### config.mk
export PLATFORM = sky130hd
export DESIGN_NAME = fv_ccp_single_rd_port_queue
export DESIGN_NICKNAME = d
export VERILOG_FILES = /design/src/rtl/fv_ccp_single_rd_port_queue.sv
export SDC_FILE = /design/constraint.sdc
export NUM_CORES = 1
export LEC_CHECK = 0
export ABC_AREA = 1
export CAP_MARGIN = 30
export CORE_AREA = 4 4 66 68
export CTS_BUF_LIST = sky130_fd_sc_hd__clkbuf_8
export DETAILED_ROUTE_END_ITERATION = 8
export DIE_AREA = 0 0 70 72
export GPL_TIMING_DRIVEN = 1
export SETUP_SLACK_MARGIN = 0.2
export SLEW_MARGIN = 0
export SYNTH_ARGS = -nofsm -noshare
export SYNTH_HDL_FRONTEND = slang
export SYNTH_SLANG_ARGS = --single-unit
### constraint.sdc
create_clock -name clk -period 4.9 [get_ports clk]
set_input_delay 0.98 -clock clk [delete_from_list [all_inputs] [get_ports clk]]
set_output_delay 0.98 -clock clk [all_outputs]
set_load 0.02 [all_outputs]
### src/rtl/fv_ccp_single_rd_port_queue.sv
// Read-port queue for the CCP data array. Credit-gated requests go to the array.
// Returning data lands in a response FIFO, or passes straight through when the FIFO is empty.
module fv_ccp_single_rd_port_queue #(
  parameter int RD_QUEUE_DEPTH = 4,
  parameter int PNT_W          = $clog2(RD_QUEUE_DEPTH),
  parameter int CNT_W          = $clog2(RD_QUEUE_DEPTH + 1),
  parameter int MEM_W          = 4,
  parameter int ADDR_W         = 4,
  parameter int RD_LATENCY     = 2
) (
  input  logic              clk,
  input  logic              reset_n,
  input  logic              rd_req,
  input  logic [ADDR_W-1:0] rd_addr,
  output logic              rd_req_ready,
  output logic              mem_rd_en,
  output logic [ADDR_W-1:0] mem_rd_addr,
  input  logic [MEM_W-1:0]  mem_rd_data,
  output logic              rsp_valid,
  output logic [MEM_W-1:0]  rsp_data,
  input  logic              rsp_pop,
  output logic [CNT_W-1:0]  inflight_cnt,
  output logic              empty,
  output logic              full
);

  localparam int CW1 = CNT_W + 1;
  localparam logic [PNT_W-1:0] LAST_PNT = PNT_W'(RD_QUEUE_DEPTH - 1);

  logic [PNT_W-1:0]      wr_pnt_q, wr_pnt_d, rd_pnt_q, rd_pnt_d;
  logic [CNT_W-1:0]      occ_q, occ_d, infl_q, infl_d;
  logic [RD_LATENCY-1:0] vld_sr_q, vld_sr_d;
  logic [MEM_W-1:0]      mem_q [RD_QUEUE_DEPTH];
  logic [CNT_W:0]        credit_used;
  logic                  accept, arrive, write, take_fifo;

  // Credits count both queued entries and reads still in the array pipe.
  assign credit_used  = {1'b0, occ_q} + {1'b0, infl_q};
  assign rd_req_ready = credit_used < CW1'(RD_QUEUE_DEPTH);
  assign accept       = rd_req && rd_req_ready;
  assign mem_rd_en    = accept;
  assign mem_rd_addr  = rd_addr;

  assign arrive       = vld_sr_q[RD_LATENCY-1];
  assign empty        = (occ_q == '0);
  assign full         = (occ_q == CNT_W'(RD_QUEUE_DEPTH));
  assign inflight_cnt = infl_q;
  assign rsp_valid    = !empty || arrive;
  assign rsp_data     = empty ? mem_rd_data : mem_q[rd_pnt_q];

  // An arrival popped against an empty FIFO bypasses storage entirely.
  assign write     = arrive && !(empty && rsp_pop);
  assign take_fifo = rsp_pop && !empty;

  always_comb begin
    vld_sr_d    = '0;
    vld_sr_d[0] = accept;
    for (int i = 1; i < RD_LATENCY; i++) begin
      vld_sr_d[i] = vld_sr_q[i-1];
    end
    wr_pnt_d = wr_pnt_q;
    rd_pnt_d = rd_pnt_q;
    if (write) begin
      wr_pnt_d = (wr_pnt_q == LAST_PNT) ? '0 : wr_pnt_q + 1'b1;
    end
    if (take_fifo) begin
      rd_pnt_d = (rd_pnt_q == LAST_PNT) ? '0 : rd_pnt_q + 1'b1;
    end
    occ_d  = occ_q + CNT_W'(write) - CNT_W'(take_fifo);
    infl_d = infl_q + CNT_W'(accept) - CNT_W'(arrive);
  end

  always_ff @(posedge clk or negedge reset_n) begin
    if (!reset_n) begin
      wr_pnt_q <= '0;
      rd_pnt_q <= '0;
      occ_q    <= '0;
      infl_q   <= '0;
      vld_sr_q <= '0;
    end else begin
      wr_pnt_q <= wr_pnt_d;
      rd_pnt_q <= rd_pnt_d;
      occ_q    <= occ_d;
      infl_q   <= infl_d;
      vld_sr_q <= vld_sr_d;
    end
  end

  always_ff @(posedge clk) begin
    if (write) begin
      mem_q[wr_pnt_q] <= mem_rd_data;
    end
  end

`ifndef SYNTHESIS
  pop_only_when_valid: assume property (@(posedge clk) disable iff (!reset_n)
    rsp_pop |-> rsp_valid);
  req_held_until_accepted: assume property (@(posedge clk) disable iff (!reset_n)
    rd_req && !rd_req_ready |=> rd_req && $stable(rd_addr));
  credit_bound: assert property (@(posedge clk) disable iff (!reset_n)
    credit_used <= CW1'(RD_QUEUE_DEPTH));
  no_write_when_full: assert property (@(posedge clk) disable iff (!reset_n)
    !(full && write));
  no_arrive_without_issue: assert property (@(posedge clk) disable iff (!reset_n)
    arrive |-> infl_q != '0);
`endif

endmodule

### Word-level counts from Yosys, hierarchy flattened

Memory sizes are Yosys's and may differ from the RTL's.
Cells that the tools add are included.

| cells by class | value |
|---|---|
| mux-type cells | 5 |
| order comparisons | 1 |
| reduce and logical (&&, ||, !) cells | 8 |
| add/sub/neg operators | 7 |
| equality and inequality tests | 3 |

Operator list:

| operator | number |
|---|---|
| $add A3 B1 Y3 | 2 |
| $sub A3 B1 Y3 | 2 |
| $add A2 B1 Y2 const B | 2 |
| $add A3 B3 Y4 | 1 |
| $eq A2 B2 Y1 const B | 2 |
| $logic_and A1 B1 Y1 | 4 |
| $lt A4 B3 Y1 const B | 1 |
| $mux W2 | 2 |
| $mux W4 | 1 |
| $eq A3 B3 Y1 const B | 1 |
| $logic_not A3 Y1 | 1 |
| $logic_not A1 Y1 | 2 |
| $mux W1 | 2 |
| $logic_or A1 B1 Y1 | 1 |

| word-level totals | value |
|---|---|
| logic and storage cells | 30 |
| bits of input ports | 12 |
| register bits | 12 |
| memories kept | 1 |
| memory bits (writable) | 16 |
| output and inout port bits | 16 |

Memories:

| name | depth | width | rd ports | clocked after memory_dff | wr ports | line | text |
|---|---|---|---|---|---|---|---|
| mem_q | 4 | 4 | 1 | 0 | 1 | 33 | `logic [MEM_W-1:0] mem_q [RD_QUEUE_DEPTH];` |

### Logic depth before layout (Yosys ltp)

Gate-level depths: netlist of the first run.

| logic depth | value |
|---|---|
| depth after elaboration | 6 |
| depth in mapped cells | 11 |
| gate-level depth less buffers | 11 |

### Worst setup path after synthesis of the first run

Ideal clock, no wire load.

| path | value |
|---|---|
| kind | input to output |
| start | input rd_req |
| end | output mem_rd_en |
| cell stages on the path | 1 |
| setup slack | 2310 ps |
| required time | 3920 ps |
| arrival time | 1610 ps |
| cells stage by stage | nor3b_1 |

| between the ends | value |
|---|---|
| word-level cells in the longest chain between the ends | 1 |

RTL lines:

| what | line | text |
|---|---|---|
| from (decl) | 13 | `input logic rd_req,` |
| $logic_and A1 B1 Y1 | 40 | `assign accept = rd_req && rd_req_ready;` |
| to (decl) | 16 | `output logic mem_rd_en,` |

Every way passes these cells.

### Final worst setup path of the first run

Same ends and word-level chain as after synthesis.

==> metrics.txt, run 1 <==
share of post-route cells with drive strength above 1 0.06548; CTS max path bufs 2; CTS tree built; reg2reg setup slack 2710 ps; RSZ-0062 raised after global routing no; Die Span X 70 um; Worst-path clk slew 80 ps; met1 GRT Util 0.1230; Post-CTS Repair Setup Buffers 0; FF+latch count, synth 28; post-synthesis simple-gate area fraction 0.2116; syn_nets 175; htree depth 1; critical path's most frequent cell clkdlybuf4s50_1; CP cell instances clkdlybuf4s50_1, nor3b_1, clkdlybuf4s50_1; run status complete, no violations; largest net degree at the start of global routing 16; register area 780.7 um^2; DR iter-0 viols 25; Switching Fraction 0.4170; # nets final 194; Adder-Cell Fraction of Synth Area 0.1212; worst vdd ir 0.0002925 V; most common cell after layout, fill and taps aside nand2_1; CP startpoint kind input port; max_slew headroom 0.6201; R2R cell count 11; NetSw 0.0004390 W; RR Startpoint occ_q[1]$_DFF_PN0_; Die Area 5040 um^2; worst skew pair latency 260 ps; syn avg cell area 9.776 um^2; vias in the first global route 928; Yosys cell types 21; Seq pwr share 0.362; design area 1723 um^2; via count 950; maxcap violations 0; # diodes 0; CTS Buf Count 3; DRC viols 0; worst-margin pin slew 568.1 ps; TNS Setup 0 ps; cell internal pwr 0.0006139 W; PortBufs 19; Overall Power 0.001053 W; Hold/Removal Path Class flop to flop; Synth Cell Area 1466 um^2; sequential share of the synthesized area 0.5324; Via-to-Cell Ratio 4.358; grt total ovfl 0; met3 global-route usage 0.01939; Slowest-stage cell, CP clkdlybuf4s50_1; fmax 291.1 MHz; Post-Synth XOR/XNOR Area 0.02389; first-pass GRT wire length 4188 um; largest family of logic cells by synthesized area simple AND/OR/NAND/NOR gates; CP peak stage delay 690 ps; Max Slew Vio Count 0; Sink Count 28; Ys Warns 0; gr busiest metal met2; Final ANT Viol Nets 0; Die Y 72 um; initial antenna violation count 0; area of the multi-input gates 528.0 um^2; Synth Area in Compound Gates 0.003413; Core Area 3856 um^2; starting density of the core 0.3803; Final setup viols 0; end of the critical path mem_rd_en; final core utilization 0.4468; gpl congestion 0.7662; post-DP HPWL 1950 um; Critical Path End Type output port; Synth Instances 150; ranking of synthesized cells by area edfxtp_1 33%, dfrtp_1 20%, nand2_1 10%; highest-count cells in the layout ignoring fill and taps 40 x nand2_1, 28 x inv_1, 19 x clkdlybuf4s50_1; clk root buf clkbuf_8; hold_buf cts 0; capturing point of the worst reg2reg path occ_q[2]$_DFF_PN0_; Total GRT Usage 0.1046; Leak Pwr 0.8131 nW; Rows 23; biggest area consumer among synthesized cells edfxtp_1; Critical Path Start rd_req; Yosys top cell area share 0.3276; GRT met2 Usage 0.1910; IO Count 28; combinational power share 0.525; Area Overhead vs Synth 17.49%; power per cell area 611.1 nW/um^2; Final Hold Fails 0; Worst Path Arrival 2460 ps; # resized after CTS 0; fin crit share 0.7011; CP Class input port to output port; placed instance area 1678 um^2; WL/cell 11.34 um; total wire length 2473 um; first-pass iteration count of the detailed router 4; CP required 3920 ps; post-synthesis mux area share 0; peak fanout along the critical path 3; fill count 388; clk_skew 1.721 ps; Clock power frac 0.112; Final Critical Period 3435 ps
==> critical path, delay by kind of cell <==
kind / cells / cell delay, ps
AND/OR/NAND/NOR: 1 / 340
buffers and inverters: 2 / 1130
==> routing by layer <==
layer | routed length (um) | share of wire | vias to the layer above
li1 | - | - | 491
met1 | 1069 | 0.43 | 437
met2 | 1268 | 0.51 | 20
met3 | 119 | 0.048 | 2
met4 | 16 | 0.0065 | 0
met5 | 0 | 0 | -
==> stage by stage <==
stage / worst slack [ps] / instances / hold slack (ps)
6_report: 1465 / 218 / 353.4
5_1_grt: 1384 / 218 / 384.3
4_1_cts: 1444 / 218 / 355.5
3_5_place_dp: 1447 / 214 / 334.7
3_3_place_gp: 1535 / 214 / 336.6
2_1_floorplan: 2310 / 150 / 331.2
==> worst min-delay path by stage <==
| stage | startpoint | endpoint | slack (ps) | cells after the start |
|---|---|---|---|---|
| after floorplan | vld_sr_q[0]$_DFF_PN0_ | vld_sr_q[1]$_DFF_PN0_ | 330 | 0 |
| after global placement | vld_sr_q[0]$_DFF_PN0_ | vld_sr_q[1]$_DFF_PN0_ | 340 | 0 |
| after detailed placement | vld_sr_q[0]$_DFF_PN0_ | vld_sr_q[1]$_DFF_PN0_ | 330 | 0 |
| after CTS | vld_sr_q[0]$_DFF_PN0_ | vld_sr_q[1]$_DFF_PN0_ | 360 | 0 |
| after global routing | vld_sr_q[0]$_DFF_PN0_ | vld_sr_q[1]$_DFF_PN0_ | 380 | 0 |
| final | vld_sr_q[0]$_DFF_PN0_ | vld_sr_q[1]$_DFF_PN0_ | 350 | 0 |
==> Yosys cell counts, drive strengths merged <==
| master | number |
|---|---|
| buf | 5 |
| inv | 31 |
| xnor2 | 2 |
| nor2 | 9 |
| nor3b | 1 |
| dfrtp | 12 |
| nand3 | 12 |
| xor2 | 2 |
| o21ai | 1 |
| ha | 11 |
| nor3 | 1 |
| nand2 | 43 |
| fa | 2 |
| or2 | 2 |
| edfxtp | 16 |
==> flip-flops by register name (all words and copies together), names as in the netlist <==
name and cells:
inflight_cnt 3, mem_q 16, occ_q 3, rd_pnt_q 2
vld_sr_q 2, wr_pnt_q 2
==> cells by family (layout without fill, tap and decap cells) <==
family          Yosys count  after routing
simple gates             68             68
buf+inv                  36             54
flops                    28             28
fa+ha+maj                13             13
xor+xnor                  4              4
compound gates            1              1
==> power groups by stage <==
| stage | clock (W) | combinational [W] | sequential, W |
|---|---|---|---|
| floorplan | 0 | 0.000365 | 0.000382 |
| global placement | 0 | 0.000543 | 0.000384 |
| detailed placement | 0 | 0.000561 | 0.000387 |
| CTS | 0.000125 | 0.000567 | 0.000382 |
| global route | 0.000137 | 0.000625 | 0.000395 |
| finish | 0.000118 | 0.000553 | 0.000381 |
==> cell type report <==
class / count / area share
Clock buffer: 3 / 0.02397
Inverter: 31 / 0.06754
Sequential cell: 28 / 0.4532
Tap cell: 50 / 0.03631
Multi-Input combinational cell: 86 / 0.3065
Timing Repair Buffer: 19 / 0.1104
Clock inverter: 1 / 0.002179
Note: power is estimated with default switching activity, not from simulation.
==> run 2: changes to the inputs <==
==> constraint.sdc (replaced) <==
create_clock -name clk -period 2.9 [get_ports clk]
set_input_delay 0.58 -clock clk [delete_from_list [all_inputs] [get_ports clk]]
set_output_delay 0.58 -clock clk [all_outputs]
set_load 0.02 [all_outputs]
==> run 2 against run 1 <==
  * Clock power rose to 2.6 times the previous value
  * Non-clock buffer count up 1
  * Clock skew up 4.9 ps
  * Count of clock-buffer cells in the layout unchanged
  * Final cell count rose by 0.46%
  * Wire length rose by 8.2%
  * Total power up 81%
  * Critical path type unchanged
  * Largest power group unchanged
  * Highest routed layer unchanged
==> metrics.txt, run 2 (synthesis results as in run 1) <==
Final Hold Fails 0 (unchanged); worst vdd ir 0.0005423 V (was 0.0002925 V); hold_buf cts 0 (unchanged); CTS tree built (unchanged); TNS Setup 0 ps (unchanged); fin crit share 0.8566; first-pass GRT wire length 4547 um (was 4188 um); starting density of the core 0.3803 (unchanged); Worst Path Arrival 1900 ps (was 2460 ps); IO Count 28 (unchanged); Final setup viols 0 (unchanged); CP Class input port to output port (unchanged); worst slack, placed 291.6 ps (was 1447 ps); Die Span X 70 um (unchanged); Max Slew Vio Count 0 (unchanged); cell internal pwr 0.001135 W (was 0.0006139 W); # diodes 0 (unchanged); Die Y 72 um (unchanged); # nets final 195 (was 194); Final ANT Viol Nets 0 (unchanged); power per cell area 1085 nW/um^2 (was 611.1 nW/um^2); first-pass iteration count of the detailed router 4 (unchanged); setup slack after layout 415.9 ps (was 1465 ps); PortBufs 19 (unchanged); fmax 402.6 MHz; Leak Pwr 0.8345 nW (was 0.8131 nW); Clock power frac 0.159 (was 0.112); Critical Path End Type output port (unchanged); gr busiest metal met2 (unchanged); Post-CTS Repair Setup Buffers 0 (unchanged); Hold/Removal Path Class flop to flop (unchanged); CTS Buf Count 3 (unchanged); post-DP HPWL 2048 um (was 1950 um); Die Area 5040 um^2 (unchanged); Rows 23 (unchanged); most common cell after layout, fill and taps aside nand2_1 (unchanged); max_slew headroom 0.6300 (was 0.6201); Switching Fraction 0.4043 (was 0.4170); initial antenna violation count 0 (unchanged); met1 GRT Util 0.1375 (was 0.1230); combinational power share 0.511 (was 0.525); worst-margin pin slew 553.2 ps (was 568.1 ps); RSZ-0062 raised after global routing no (unchanged); highest-count cells in the layout ignoring fill and taps 40 x nand2_1, 28 x inv_1, 18 x clkdlybuf4s50_1 (was 40 x nand2_1, 28 x inv_1, 19 x clkdlybuf4s50_1); total wire length 2676 um (was 2473 um); vias in the first global route 958 (was 928); CP startpoint kind input port (unchanged); clk_skew 6.607 ps (was 1.721 ps); Total GRT Usage 0.1148 (was 0.1046); run status complete, no violations (unchanged); NetSw 0.0007703 W (was 0.0004390 W); Seq pwr share 0.330 (was 0.362); Reg with most FFs mem_q (unchanged); largest net degree at the start of global routing 17 (was 16); Overall Power 0.001905 W (was 0.001053 W); Sink Count 28 (unchanged); DRC viols 0 (unchanged); peak fanout along the critical path 5 (was 3); number of flip-flops in the largest register 16 (unchanged); Area Overhead vs Synth 19.71% (was 17.49%); worst skew pair latency 270 ps (was 260 ps); maxcap violations 0 (unchanged); grt total ovfl 0 (unchanged); WL/cell 12.22 um (was 11.34 um); Worst-path clk slew 90 ps (was 80 ps); htree depth 1 (unchanged); WHS 359.1 ps (was 353.4 ps); gpl congestion 0.8031 (was 0.7662); Core Area 3856 um^2 (unchanged); Via-to-Cell Ratio 4.402 (was 4.358); CTS max path bufs 2 (unchanged); via count 964 (was 950); CP required 2320 ps (was 3920 ps); share of post-route cells with drive strength above 1 0.07692 (was 0.06548); met3 global-route usage 0.02355 (was 0.01939); GRT met2 Usage 0.2036 (was 0.1910); DR iter-0 viols 15 (was 25); Final Critical Period 2484 ps; clk root buf clkbuf_8 (unchanged)
## run 2: final timing paths
check | slack (ps) | end | cells after the start | startpoint
worst max-delay path | 420 | rsp_data[0] | 4 | mem_rd_data[0]
max in group asynchronous | 1880 | vld_sr_q[1]$_DFF_PN0_ | 1 | reset_n
min in group asynchronous | 660 | occ_q[2]$_DFF_PN0_ | 1 | reset_n
worst min register to register | 360 | vld_sr_q[1]$_DFF_PN0_ | 0 | vld_sr_q[0]$_DFF_PN0_
worst min-delay path | 360 | vld_sr_q[1]$_DFF_PN0_ | 0 | vld_sr_q[0]$_DFF_PN0_
worst max register to register | 740 | occ_q[2]$_DFF_PN0_ | 11 | occ_q[1]$_DFF_PN0_
## run 2: critical path: stages
cell and delay, ps:
clkdlybuf4s50_1 590, nand2_1 80, nand2_1 60, clkdlybuf4s50_1 590
## run 2: through the flow
stage | util | area [um^2] | instances
after detailed placement | 0.4371 | 1685 | 215
after global routing | 0.4552 | 1755 | 219
after floorplan | - | 1466 | 150
after global placement | 0.4371 | 1685 | 215
after CTS | 0.4552 | 1755 | 219
final | 0.4552 | 1755 | 219
## run 2: metal layers
layer / wire length [um] / share of wire
met3: 142 / 0.053
met2: 1331 / 0.50
met1: 1164 / 0.43
met5: 0 / 0
met4: 38 / 0.014
## run 2: layout make-up
class	count	area [um^2]
Fill cell	369	2101
Sequential cell	28	780.7
Multi-Input combinational cell	86	528.0
Timing Repair Buffer	20	196.4
Inverter	31	116.4
Tap cell	50	62.56
Clock buffer	3	41.29
Clock inverter	1	30.03
## run 2: power by group through the flow
stage                     Sequential (W)  Combinational [W]  Clock [W]
after global routing            0.000644            0.00110   0.000326
after detailed placement        0.000639           0.000990          0
after CTS                       0.000632           0.000996   0.000310
after global placement          0.000635           0.000947          0
after floorplan                 0.000645           0.000617          0
final                           0.000629           0.000973   0.000304
## run 2: timing repair
item | CTS | global route
resized for setup | 1 | 0
setup endpoints to repair | 1 | 0
hold endpoints to repair | 0 | 0
